File: src/rtl/cia_irq_sequencer.sv
// cia_irq_sequencer
// Collects the five CIA interrupt sources (timer A, timer B, TOD alarm,
// serial port, FLAG pin) and presents them to the interrupt register as a
// vector that is stable for one full phi2 cycle. It also produces the phi2
// phase strobes and flags a stalled PHI2 clock.
//
// Build option: define CIA_FLAG_FILTER_EN to require the synchronized FLAG
// to stay low for 4 clocks before a fall is accepted. Without it a single
// synchronized falling sample is enough.

module cia_irq_sequencer #(
  parameter int PHI2_TIMEOUT = 255
) (
  input  logic       clk,
  input  logic       res_n,
  input  logic       phi2_in,
  input  logic       flag_n,
  input  logic       ev_ta,
  input  logic       ev_tb,
  input  logic       ev_alrm,
  input  logic       ev_sp,
  output logic       phi2_up,
  output logic       phi2_dn,
  output logic       phi1_s1,
  output logic       phi1_s2,
  output logic [4:0] sources,
  output logic [4:0] ev_ovr,
  output logic       phi2_lost
);

  typedef enum logic [1:0] {
    PH_IDLE = 2'd0,
    PH_S1   = 2'd1,
    PH_S2   = 2'd2
  } phase_t;

  localparam logic [15:0] TIMEOUT_CNT = 16'(PHI2_TIMEOUT);

  phase_t      phase_q;
  phase_t      phase_d;
  logic        phi2_q;
  logic        flag_s1;
  logic        flag_s2;
  logic        ev_flg;
  logic [4:0]  ev;
  logic [4:0]  pending;
  logic [15:0] to_cnt;
  logic        phi2_edge;
  logic        capture;
  logic        to_hit;

  // PHI2 level history and registered one-clock edge strobes
  always_ff @(posedge clk) begin
    phi2_q <= phi2_in;
    if (!res_n) begin
      phi2_dn <= 1'b0;
      phi2_up <= 1'b0;
    end else begin
      phi2_dn <= phi2_q & ~phi2_in;
      phi2_up <= ~phi2_q & phi2_in;
    end
  end

  // Phase state register
  always_ff @(posedge clk) begin
    if (!res_n) begin
      phase_q <= PH_IDLE;
    end else begin
      phase_q <= phase_d;
    end
  end

  // Phase sequencing IDLE -> S1 -> S2 -> IDLE; a new phi2 fall restarts at S1
  always_comb begin
    phase_d = phase_q;
    phi1_s1 = 1'b0;
    phi1_s2 = 1'b0;
    case (phase_q)
      PH_IDLE: phase_d = PH_IDLE;
      PH_S1: begin
        phi1_s1 = 1'b1;
        phase_d = PH_S2;
      end
      PH_S2: begin
        phi1_s2 = 1'b1;
        phase_d = PH_IDLE;
      end
      default: phase_d = PH_IDLE;
    endcase
    if (phi2_dn) begin
      phase_d = PH_S1;
    end
  end

  // Two-flop synchronizer for the asynchronous FLAG pin (idles high)
  always_ff @(posedge clk) begin
    if (!res_n) begin
      flag_s1 <= 1'b1;
      flag_s2 <= 1'b1;
    end else begin
      flag_s1 <= flag_n;
      flag_s2 <= flag_s1;
    end
  end

`ifdef CIA_FLAG_FILTER_EN
  logic       flag_armed;
  logic [1:0] flag_low_cnt;

  // Accept a FLAG fall only after 4 consecutive low samples following a high
  always_ff @(posedge clk) begin
    if (!res_n) begin
      flag_armed   <= 1'b1;
      flag_low_cnt <= 2'd0;
      ev_flg       <= 1'b0;
    end else begin
      ev_flg <= 1'b0;
      if (flag_s2) begin
        flag_armed   <= 1'b1;
        flag_low_cnt <= 2'd0;
      end else if (flag_armed) begin
        if (flag_low_cnt == 2'd3) begin
          ev_flg       <= 1'b1;
          flag_armed   <= 1'b0;
          flag_low_cnt <= 2'd0;
        end else begin
          flag_low_cnt <= flag_low_cnt + 2'd1;
        end
      end
    end
  end
`else
  logic flag_prev;

  // Single-sample falling-edge detect on the synchronized FLAG
  always_ff @(posedge clk) begin
    if (!res_n) begin
      flag_prev <= 1'b1;
      ev_flg    <= 1'b0;
    end else begin
      flag_prev <= flag_s2;
      ev_flg    <= flag_prev & ~flag_s2;
    end
  end
`endif

  assign ev        = {ev_flg, ev_sp, ev_alrm, ev_tb, ev_ta};
  assign capture   = phi2_dn;
  assign phi2_edge = phi2_up | phi2_dn;
  assign to_hit    = ~phi2_edge & (to_cnt == TIMEOUT_CNT);

  // Hold events until the next capture; a repeat before capture is an overrun
  always_ff @(posedge clk) begin
    if (!res_n) begin
      pending <= 5'b0;
      ev_ovr  <= 5'b0;
    end else if (capture) begin
      pending <= 5'b0;
    end else begin
      pending <= pending | ev;
      ev_ovr  <= ev_ovr | (ev & pending);
    end
  end

  // Present captured sources for a whole phi2 cycle; blank them on PHI2 loss
  always_ff @(posedge clk) begin
    if (!res_n) begin
      sources <= 5'b0;
    end else if (capture) begin
      sources <= pending | ev;
    end else if (to_hit) begin
      sources <= 5'b0;
    end
  end

  // PHI2 watchdog: saturating count of clocks since the last edge strobe
  always_ff @(posedge clk) begin
    if (!res_n) begin
      to_cnt    <= 16'd0;
      phi2_lost <= 1'b0;
    end else begin
      if (phi2_edge) begin
        to_cnt <= 16'd0;
      end else if (to_cnt != 16'hFFFF) begin
        to_cnt <= to_cnt + 16'd1;
      end
      if (phi2_edge) begin
        phi2_lost <= 1'b0;
      end else if (to_hit) begin
        phi2_lost <= 1'b1;
      end
    end
  end

endmodule

File: config.mk
export PLATFORM = sky130hd
export DESIGN_NAME = cia_irq_sequencer
export DESIGN_NICKNAME = d
export VERILOG_FILES = /design/src/rtl/cia_irq_sequencer.sv
export SDC_FILE = /design/constraint.sdc
export NUM_CORES = 1
export LEC_CHECK = 0
export ABC_AREA = 1
export BUFFER_PORTS_ARGS = -buffer_cell sky130_fd_sc_hd__buf_4
export CORE_MARGIN = 1
export CORE_UTILIZATION = 50
export CTS_BUF_LIST = sky130_fd_sc_hd__clkbuf_8 sky130_fd_sc_hd__clkbuf_16
export DETAILED_ROUTE_END_ITERATION = 10
export PLACE_DENSITY = 0.71
export SKIP_LAST_GASP = 1
export SLEW_MARGIN = 40
export SYNTH_ARGS = -nofsm -noshare
export SYNTH_HDL_FRONTEND = slang
export SYNTH_SLANG_ARGS = --single-unit
File: constraint.sdc
create_clock -name clk -period 3 [get_ports clk]
set_input_delay 0.6 -clock clk [delete_from_list [all_inputs] [get_ports clk]]
set_output_delay 0.6 -clock clk [all_outputs]
set_load 0.01 [all_outputs]
**Yosys cells after proc, flatten, opt, wreduce, memory -nomap -nowiden**

Cells that the tools add are included.

- Bits in registers: 41
- Bits of input ports: 8
- Output and inout port bits: 15

- Add/sub/neg operators: 1
- Equality and inequality tests: 4
- Mux-type cells: 6
- Bitwise logic cells: 13
- Reduce and logical (&&, ||, !) cells: 3

Operator list:

| operator | count |
|---|---|
| $add A16 B1 Y16 const B | 1 |
| $eq A16 B8 Y1 const B | 1 |
| $ne A16 B16 Y1 const B | 1 |
| $mux W5 | 2 |
| $or A5 B5 Y5 | 2 |
| $and A5 B5 Y5 | 1 |
| $not A1 Y1 | 5 |
| $and A1 B1 Y1 | 4 |
| $reduce_or A2 Y1 | 2 |
| $mux W1 | 3 |
| $eq A2 B1 Y1 const B | 1 |
| $eq A2 B2 Y1 const B | 1 |
| $mux W2 | 1 |
| $reduce_bool A2 Y1 | 1 |
| $or A1 B1 Y1 | 1 |

**Longest topological paths before layout**

Gate-level depths: netlist (run 1).

- Depth in word-level cells: 5
- Depth in mapped cells: 10

**Least setup slack after synthesis (run 1)**

No wires, ideal clock.

- Kind: input port to flip-flop
- Start: input res_n
- End: register to_cnt[4]
- Data arrival time: 1.295 ns
- Setup slack: 1.631 ns
- Stages on the path: 7
- Path buffers: 1
- Cell sequence: buf_4 > inv_2 > nor2_4 > inv_4 > nor2_4 > inv_2 > a31oi_1

- Longest elaborated chain between the ends: 2

RTL lines:

| what | line | text |
|---|---|---|
| from (decl) | 15 | `input logic res_n,` |
| $not A1 Y1 (no source line) | -- |  |
| $reduce_or A2 Y1 (no source line) | -- |  |
| to (signal assigned) | 185 | `to_cnt <= to_cnt + 16'd1;` |
| to (decl) | 47 | `logic [15:0] to_cnt;` |

Every way passes these cells.
A chain may end at the register's enable or synchronous reset.

**Worst setup path in the final report (run 1)**

- Start: register phase_q[1]
- End: output phi1_s2

- Longest elaborated chain between the ends: 2

RTL lines:

| what | line | text |
|---|---|---|
| from (decl) | 39 | `phase_t phase_q;` |
| from (signal assigned) | 69 | `phase_q <= phase_d;` |
| $eq A2 B2 Y1 | 78 | `case (phase_q)` |
| $mux W1 | 78 |  |
| to (decl) | 25 | `output logic phi1_s2,` |

Every way passes these cells.

==> impl_metrics.ini, run 1 <==
[cts]
clockBufferDepth = 2
cts-root-buf = clkbuf_8
post_cts_buffers = 0
cts.sinks = 41
clkSlewWorstSetupHoldPaths_ps = 70
cts_resized = 0
postCtsHoldBufs = 0
cts_tree = built
clock_latency_ps = 290
cts_buffers = 5
htreeDepth = 2

[setup_path]
critical_path.cell_chain = inv_1 -> nor2_1 -> buf_4
crit_path_end_kind = output pin
r2r_slack_ps = 1490
r2r_end = to_cnt[1]
crit_type = reg2out
endpoint = phi1_s2
reg2reg_from = to_cnt[0]
slowest_stage = dfxtp_1
cpPeakStageDelay_ps = 370
crit_required_ps = 2400
rr_worst_depth = 8
arrival_ps = 920
crit_start = phase_q[1]
worstSetupStartpointType = flop
crit_cells = 3
crit_family = flip-flops
crit_fanout = 3
critical_path_buf_inv_count = 2

[sta]
finalSetupTns_ps = 0
fin_crit_sh = 0.508
fmax_mhz = 656
worst_pin_slew_ps = 288
final_max_slew_viol_count = 0
setup_violations = 0
rsz0062_at_grt = no
worst_slack_ps = 1480
max_slew_margin = 0.808
hold_viol_final = 0
fin_worst_skew_ps = 5.84
finalCriticalPeriod_ps = 1520

[logic_synthesis]
synthTopCellsByCount = 42 x nand2_1, 41 x dfxtp_1, 34 x nor2_1
synth_seq_cells = 41
synth-seq-area-share = 0.478
ys.flop_type = dfxtp_1
synth.area.top_cells = dfxtp_1 48%, nand2_1 9.2%, nor2_1 7.4%, inv_1 5.3%, nand3_1 5.0%
synthDistinctLibCells = 26
syn_avg_cell_area_um2 = 7.69
synth_fp_nets = 232
synthArstFlopShare = 0
yosys_warnings = 0
yosysTopAreaCell = dfxtp_1
synthCells = 223
synth_top_cell_area_share = 0.478
synthesis.area_um2 = 1720
synth_edf_count = 0
synth.most_common_cell = nand2_1

[global_route]
overflow = 0
grt_pass1_wl_um = 5260
first_global_vias = 1207
grt_usage = 0.195
antenna_found_initial = 0
grt_max_degree = 14

[placed_design]
gp_congestion = 0.825
dp_hpwl_um = 2380
io_buffers = 22
dp_slack_ps = 1260

[power_and_ir_drop]
p_seq_frac = 0.569
intPower_w = 0.000778
p_per_area_nw_per_um2 = 503
p_leak_nw = 0.884
p_comb_frac = 0.062
switchingPower_w = 0.000232
clock_power_share = 0.369
vdd_drop_max_v = 0.000323
sw_frac_of_total = 0.230

[die]
io_pins = 23
die_h_um = 60.6
core_area_um2 = 3150
dieArea_um2 = 3670
num_rows = 20
die_w_um = 60.6
initial_core_util = 0.544

[routing]
dr.first_iter.drc_count = 62
ant_nets = 0
via_per_inst = 4.96
wl_per_cell_um = 10.7
wl_um = 3140
vias = 1457
drc = 0
dr.pass1.iters = 4

[run]
cap_violations = 0

[outcome]
status = completed

[finish]
antennaDiodeCount = 0
fill_cells = 298
final_nets = 258
drive_gt1_frac = 0.224
syn2layout_area_growth_pct = 17.1

[worst_hold_path]
hold_class = reg2reg
## through the flow
step	instances	hold slack [ps]	power [W]	util	instance area [um^2]
5_1_grt	294	420	0.00105	0.637	2010
6_report	294	409	0.00101	0.637	2010
2_1_floorplan	223	389	0.000622	-	1720
3_3_place_gp	286	394	0.000650	0.606	1910
4_1_cts	294	414	0.00102	0.637	2010
3_5_place_dp	286	399	0.000650	0.606	1910
## power by group through the flow
stage / clock [W] / combinational (W) / sequential (W)
after global routing: 0.000405 / 0.0000715 / 0.000577
after detailed placement: 0 / 0.0000631 / 0.000587
after floorplan: 0 / 0.0000341 / 0.000588
after global placement: 0 / 0.0000628 / 0.000587
after CTS: 0.000380 / 0.0000633 / 0.000574
final: 0.000372 / 0.0000630 / 0.000574
## metal layers
layer | up-vias | global-route usage | share of wire
li1 | 774 | - | -
met1 | 645 | 0.279 | 0.51
met2 | 32 | 0.276 | 0.42
met3 | 6 | 0.0576 | 0.050
met4 | 0 | 0.0779 | 0.017
met5 | - | 0 | 0
## sequential cells by signal, summed over array words and instances, names as in the netlist, 2 cells and up
| register | cells |
|---|---|
| pending | 5 |
| ev_ovr | 5 |
| to_cnt | 16 |
| sources | 5 |
| phase_q | 2 |
## placed cells by master (no fill, tap or decap)
master	Yosys	routed
nand2_2	5	5
clkinv_1	1	1
a21oi_1	3	3
inv_4	1	1
nor3_1	1	1
clkbuf_8	0	6
a31oi_1	7	7
nand2_1	42	42
inv_2	5	5
nor2_2	4	4
o21ai_0	10	10
nand3_1	17	17
nand3b_1	2	2
nor2_4	3	3
nor2_1	34	34
clkinv_4	0	1
inv_1	24	24
nand4_1	4	4
buf_4	1	22
o21ai_1	2	2
dfxtp_1	41	41
or2_2	6	6
a32o_1	5	5
clkinv_2	0	1
nand3_2	1	1
nand3_4	1	1
ha_1	1	1
## logic make-up after synthesis
family	synth area share
simple gates	0.333
fa+ha+maj	0.00729
flops	0.478
buf+inv	0.0832
compound gates	0.0985
## how the worst min path moves through the flow
stage / start / depth (start not counted) / endpoint
final: phi2_q / 1 / phi2_up
after global routing: phi2_in / 1 / phi2_q
after CTS: flag_prev / 2 / ev_flg
after detailed placement: flag_s1 / 1 / flag_s2
after global placement: flag_prev / 2 / ev_flg
after floorplan: phi2_q / 1 / phi2_up
## cell type report
class | instances | area (um^2) | area share
inverter | 31 | 119 | 0.0592
tap | 44 | 55.1 | 0.0274
multi-input combinational | 148 | 752 | 0.374
clock buffer | 6 | 82.6 | 0.0411
clock inverter | 2 | 13.8 | 0.00685
sequential | 41 | 821 | 0.409
timing repair buffer | 22 | 165 | 0.0822
## worst register-to-register path: stages, from the launching register on
cell	delay [ps]
dfxtp_1	380
ha_1	280
inv_2	70
nor2_2	110
nand2_2	100
nor2_4	150
nand2_2	100
o21ai_0	160
nor2_1	60
Power figures use the tool's default switching activity.
==> run 2: changes to the inputs <==
--- a/config.mk
+++ b/config.mk
@@ -5,13 +5,13 @@
 export SDC_FILE = /design/constraint.sdc
 export NUM_CORES = 1
 export LEC_CHECK = 0
-export ABC_AREA = 1
+export ABC_AREA = 0
 export BUFFER_PORTS_ARGS = -buffer_cell sky130_fd_sc_hd__buf_4
 export CORE_MARGIN = 1
 export CORE_UTILIZATION = 50
 export CTS_BUF_LIST = sky130_fd_sc_hd__clkbuf_8 sky130_fd_sc_hd__clkbuf_16
 export DETAILED_ROUTE_END_ITERATION = 10
-export PLACE_DENSITY = 0.71
+export PLACE_DENSITY = 0.74
 export SKIP_LAST_GASP = 1
 export SLEW_MARGIN = 40
 export SYNTH_ARGS = -nofsm -noshare
==> constraint.sdc (replaced) <==
create_clock -name clk -period 1.25 [get_ports clk]
set_input_delay 0.25 -clock clk [delete_from_list [all_inputs] [get_ports clk]]
set_output_delay 0.25 -clock clk [all_outputs]
set_load 0.01 [all_outputs]
==> run 2 against run 1 <==
Compared with the run above:
- largest cell class is now multi-input gates
- cell count is 0.34% lower
- the run now ends with setup timing left
- clock power is 130% higher
- cell area is 26% higher
- synthesized area is 4.0% lower
- worst hold slack worse by 340 ps
- sequential power is 140% higher
==> impl_metrics.ini, run 2 <==
[logic_synthesis]
synth.area.top_cells = dfxtp_1 50%, nor2_1 5.5%, nand2_1 5.0%, o2bb2ai_1 2.7%, a21oi_1 2.4%
synth_adder_area_share = 0.00760
yosys_warnings = 0
synth-seq-area-share = 0.498
synthesis.area_um2 = 1650
ys.flop_type = dfxtp_1
synth_seq_cells = 41
synth-xor-area-share = 0
synth_edf_count = 0
synth.most_common_cell = dfxtp_1
yosysTopAreaCell = dfxtp_1
synth_compound_area_frac = 0.169
syn_avg_cell_area_um2 = 8.95
synthArstFlopShare = 0
synthCells = 184
muxShareOfSynthArea = 0.0243
synthDistinctLibCells = 37
synth_top_family_by_area = simple AND/OR/NAND/NOR gates
synth_top_cell_area_share = 0.498
synth_fp_nets = 193
synthTopCellsByCount = 41 x dfxtp_1, 24 x nor2_1, 22 x nand2_1
synthSimpleGateAreaFrac = 0.281

[setup_path]
crit_required_ps = 1440
crit_start = to_cnt[1]
crit_path_end_kind = flop
reg2reg_from = to_cnt[1]
worstSetupStartpointType = flop
crit_type = reg2reg
slowest_stage = or3_4
critical_path.cell_chain = ha_4 -> nand4_4 -> or3_4 -> buf_4 -> nor3_2 -> nor3_1
arrival_ps = 1710
cpPeakStageDelay_ps = 390
crit_fanout = 3

[sta]
worst_pin_slew_ps = 386
finalSetupTns_ps = -3680
max_slew_margin = 0.741
finalCriticalPeriod_ps = 1520
final_max_slew_viol_count = 0
worst_slack_ps = -268
fin_worst_skew_ps = 3.33
rsz0062_at_grt = yes
fmax_mhz = 659
hold_viol_final = 0
fin_crit_sh = 1.21
setup_violations = 22

[run]
cap_violations = 0

[finish]
fin_util = 0.822
final_nets = 257
layout_commonest_cell = buf_4
most-common-layout-cells = 58 x buf_4, 31 x dfxtp_1, 22 x nor2_1, 20 x nand2_1, 7 x dfxtp_2
drive_gt1_frac = 0.474
fill_cells = 189
syn2layout_area_growth_pct = 53.6
regMostFlops = to_cnt
largest_register_ffs = 16
fin_area_um2 = 2530
antennaDiodeCount = 0

[die]
num_rows = 20
initial_core_util = 0.535
die_w_um = 59.4
io_pins = 23
dieArea_um2 = 3530
die_h_um = 59.4
core_area_um2 = 3080

[cts]
postCtsHoldBufs = 0
clkSlewWorstSetupHoldPaths_ps = 80
cts-root-buf = clkbuf_8
cts_buffers = 5
htreeDepth = 2
clockBufferDepth = 2
cts_tree = built
clock_latency_ps = 300
cts.sinks = 41

[power_and_ir_drop]
p_leak_nw = 1.05
p_per_area_nw_per_um2 = 973
vdd_drop_max_v = 0.000927
total_power_w = 0.00246

[placed_design]
gp_congestion = 0.899
io_buffers = 22
place_area_um2 = 2170
dp_hpwl_um = 3030
dp_slack_ps = -305

[worst_hold_path]
hold_class = in2reg
min_from = phi2_in

[global_route]
first_global_vias = 1640
overflow = 0
antenna_found_initial = 0
grt_usage = 0.294
grt_pass1_wl_um = 7420
grt_max_degree = 14

[routing]
ant_nets = 0
drc = 0
via_per_inst = 5.79
wl_per_cell_um = 17.1
vias = 1696
dr.first_iter.drc_count = 141
dr.pass1.iters = 4
wl_um = 5010

[outcome]
violations = setup timing
status = complete, but fails checks
## run 2: cell count changes after synthesis, moves of 7 or more
cell and change:
nor2_1 -10, nand2_1 -20, nor3_1 +7, nand3_1 -10, inv_1 -22
## run 2: metal layers
layer / share of wire / global-route usage / wire (um)
met4: 0.031 / 0.153 / 155
met2: 0.51 / 0.504 / 2560
met5: 0 / 0 / 0
met3: 0.061 / 0.100 / 303
met1: 0.40 / 0.318 / 1990
## run 2: stage by stage
step	hold slack, ps	std cells
after global routing	55.3	293
after global placement	369	280
after floorplan	278	184
after CTS	63.0	292
final	69.2	293
after detailed placement	376	280
## run 2: path summary, 6_finish.rpt
check,to,slack [ps],depth (start not counted)
setup / recovery,to_cnt[0],-270,6
hold / removal,phi2_q,70,1
setup reg to reg,to_cnt[0],-270,6
hold reg to reg,phi2_up,400,1
## run 2: final cells by class
type | count | area [um^2] | share of cell area
flip-flops and latches | 41 | 841 | 0.332
well taps | 44 | 55.1 | 0.0218
repair buffers | 63 | 492 | 0.194
inverters | 2 | 7.51 | 0.00297
multi-input cells | 135 | 1050 | 0.414
clock inverters | 3 | 17.5 | 0.00692
clock buffers | 5 | 68.8 | 0.0272
## run 2: cell families (layout without fill, tap and decap cells)
logic type               after synthesis  count (layout)
multiplexers                           4               4
buffers and inverters                  8              73
AND/OR/NAND/NOR                       91              91
flip-flops                            41              41
AO/OA/AOI/OAI                         39              39
adder cells (fa/ha/maj)                1               1
## run 2: critical path, delay by kind of cell, from the launching register on
kind / cells / cell delay (ps)
and+or+nand+nor: 4 / 730
DFF: 1 / 370
buffers and inverters: 1 / 160
adders and majority gates: 1 / 150
## run 2: where the power goes
| group | internal, W | switching (W) |
|---|---|---|
| sequential | 0.00135 | 0.0000295 |
| combinational | 0.000108 | 0.000111 |
| clock | 0.000387 | 0.000480 |
## run 2: timing repair
item                                   CTS  global route
endpoints found under the hold margin    0             0
pin swaps                               12            13
setup endpoints to repair               22            23
resized for setup                       29            28
setup buffers                            3             2
gates cloned                             1             0
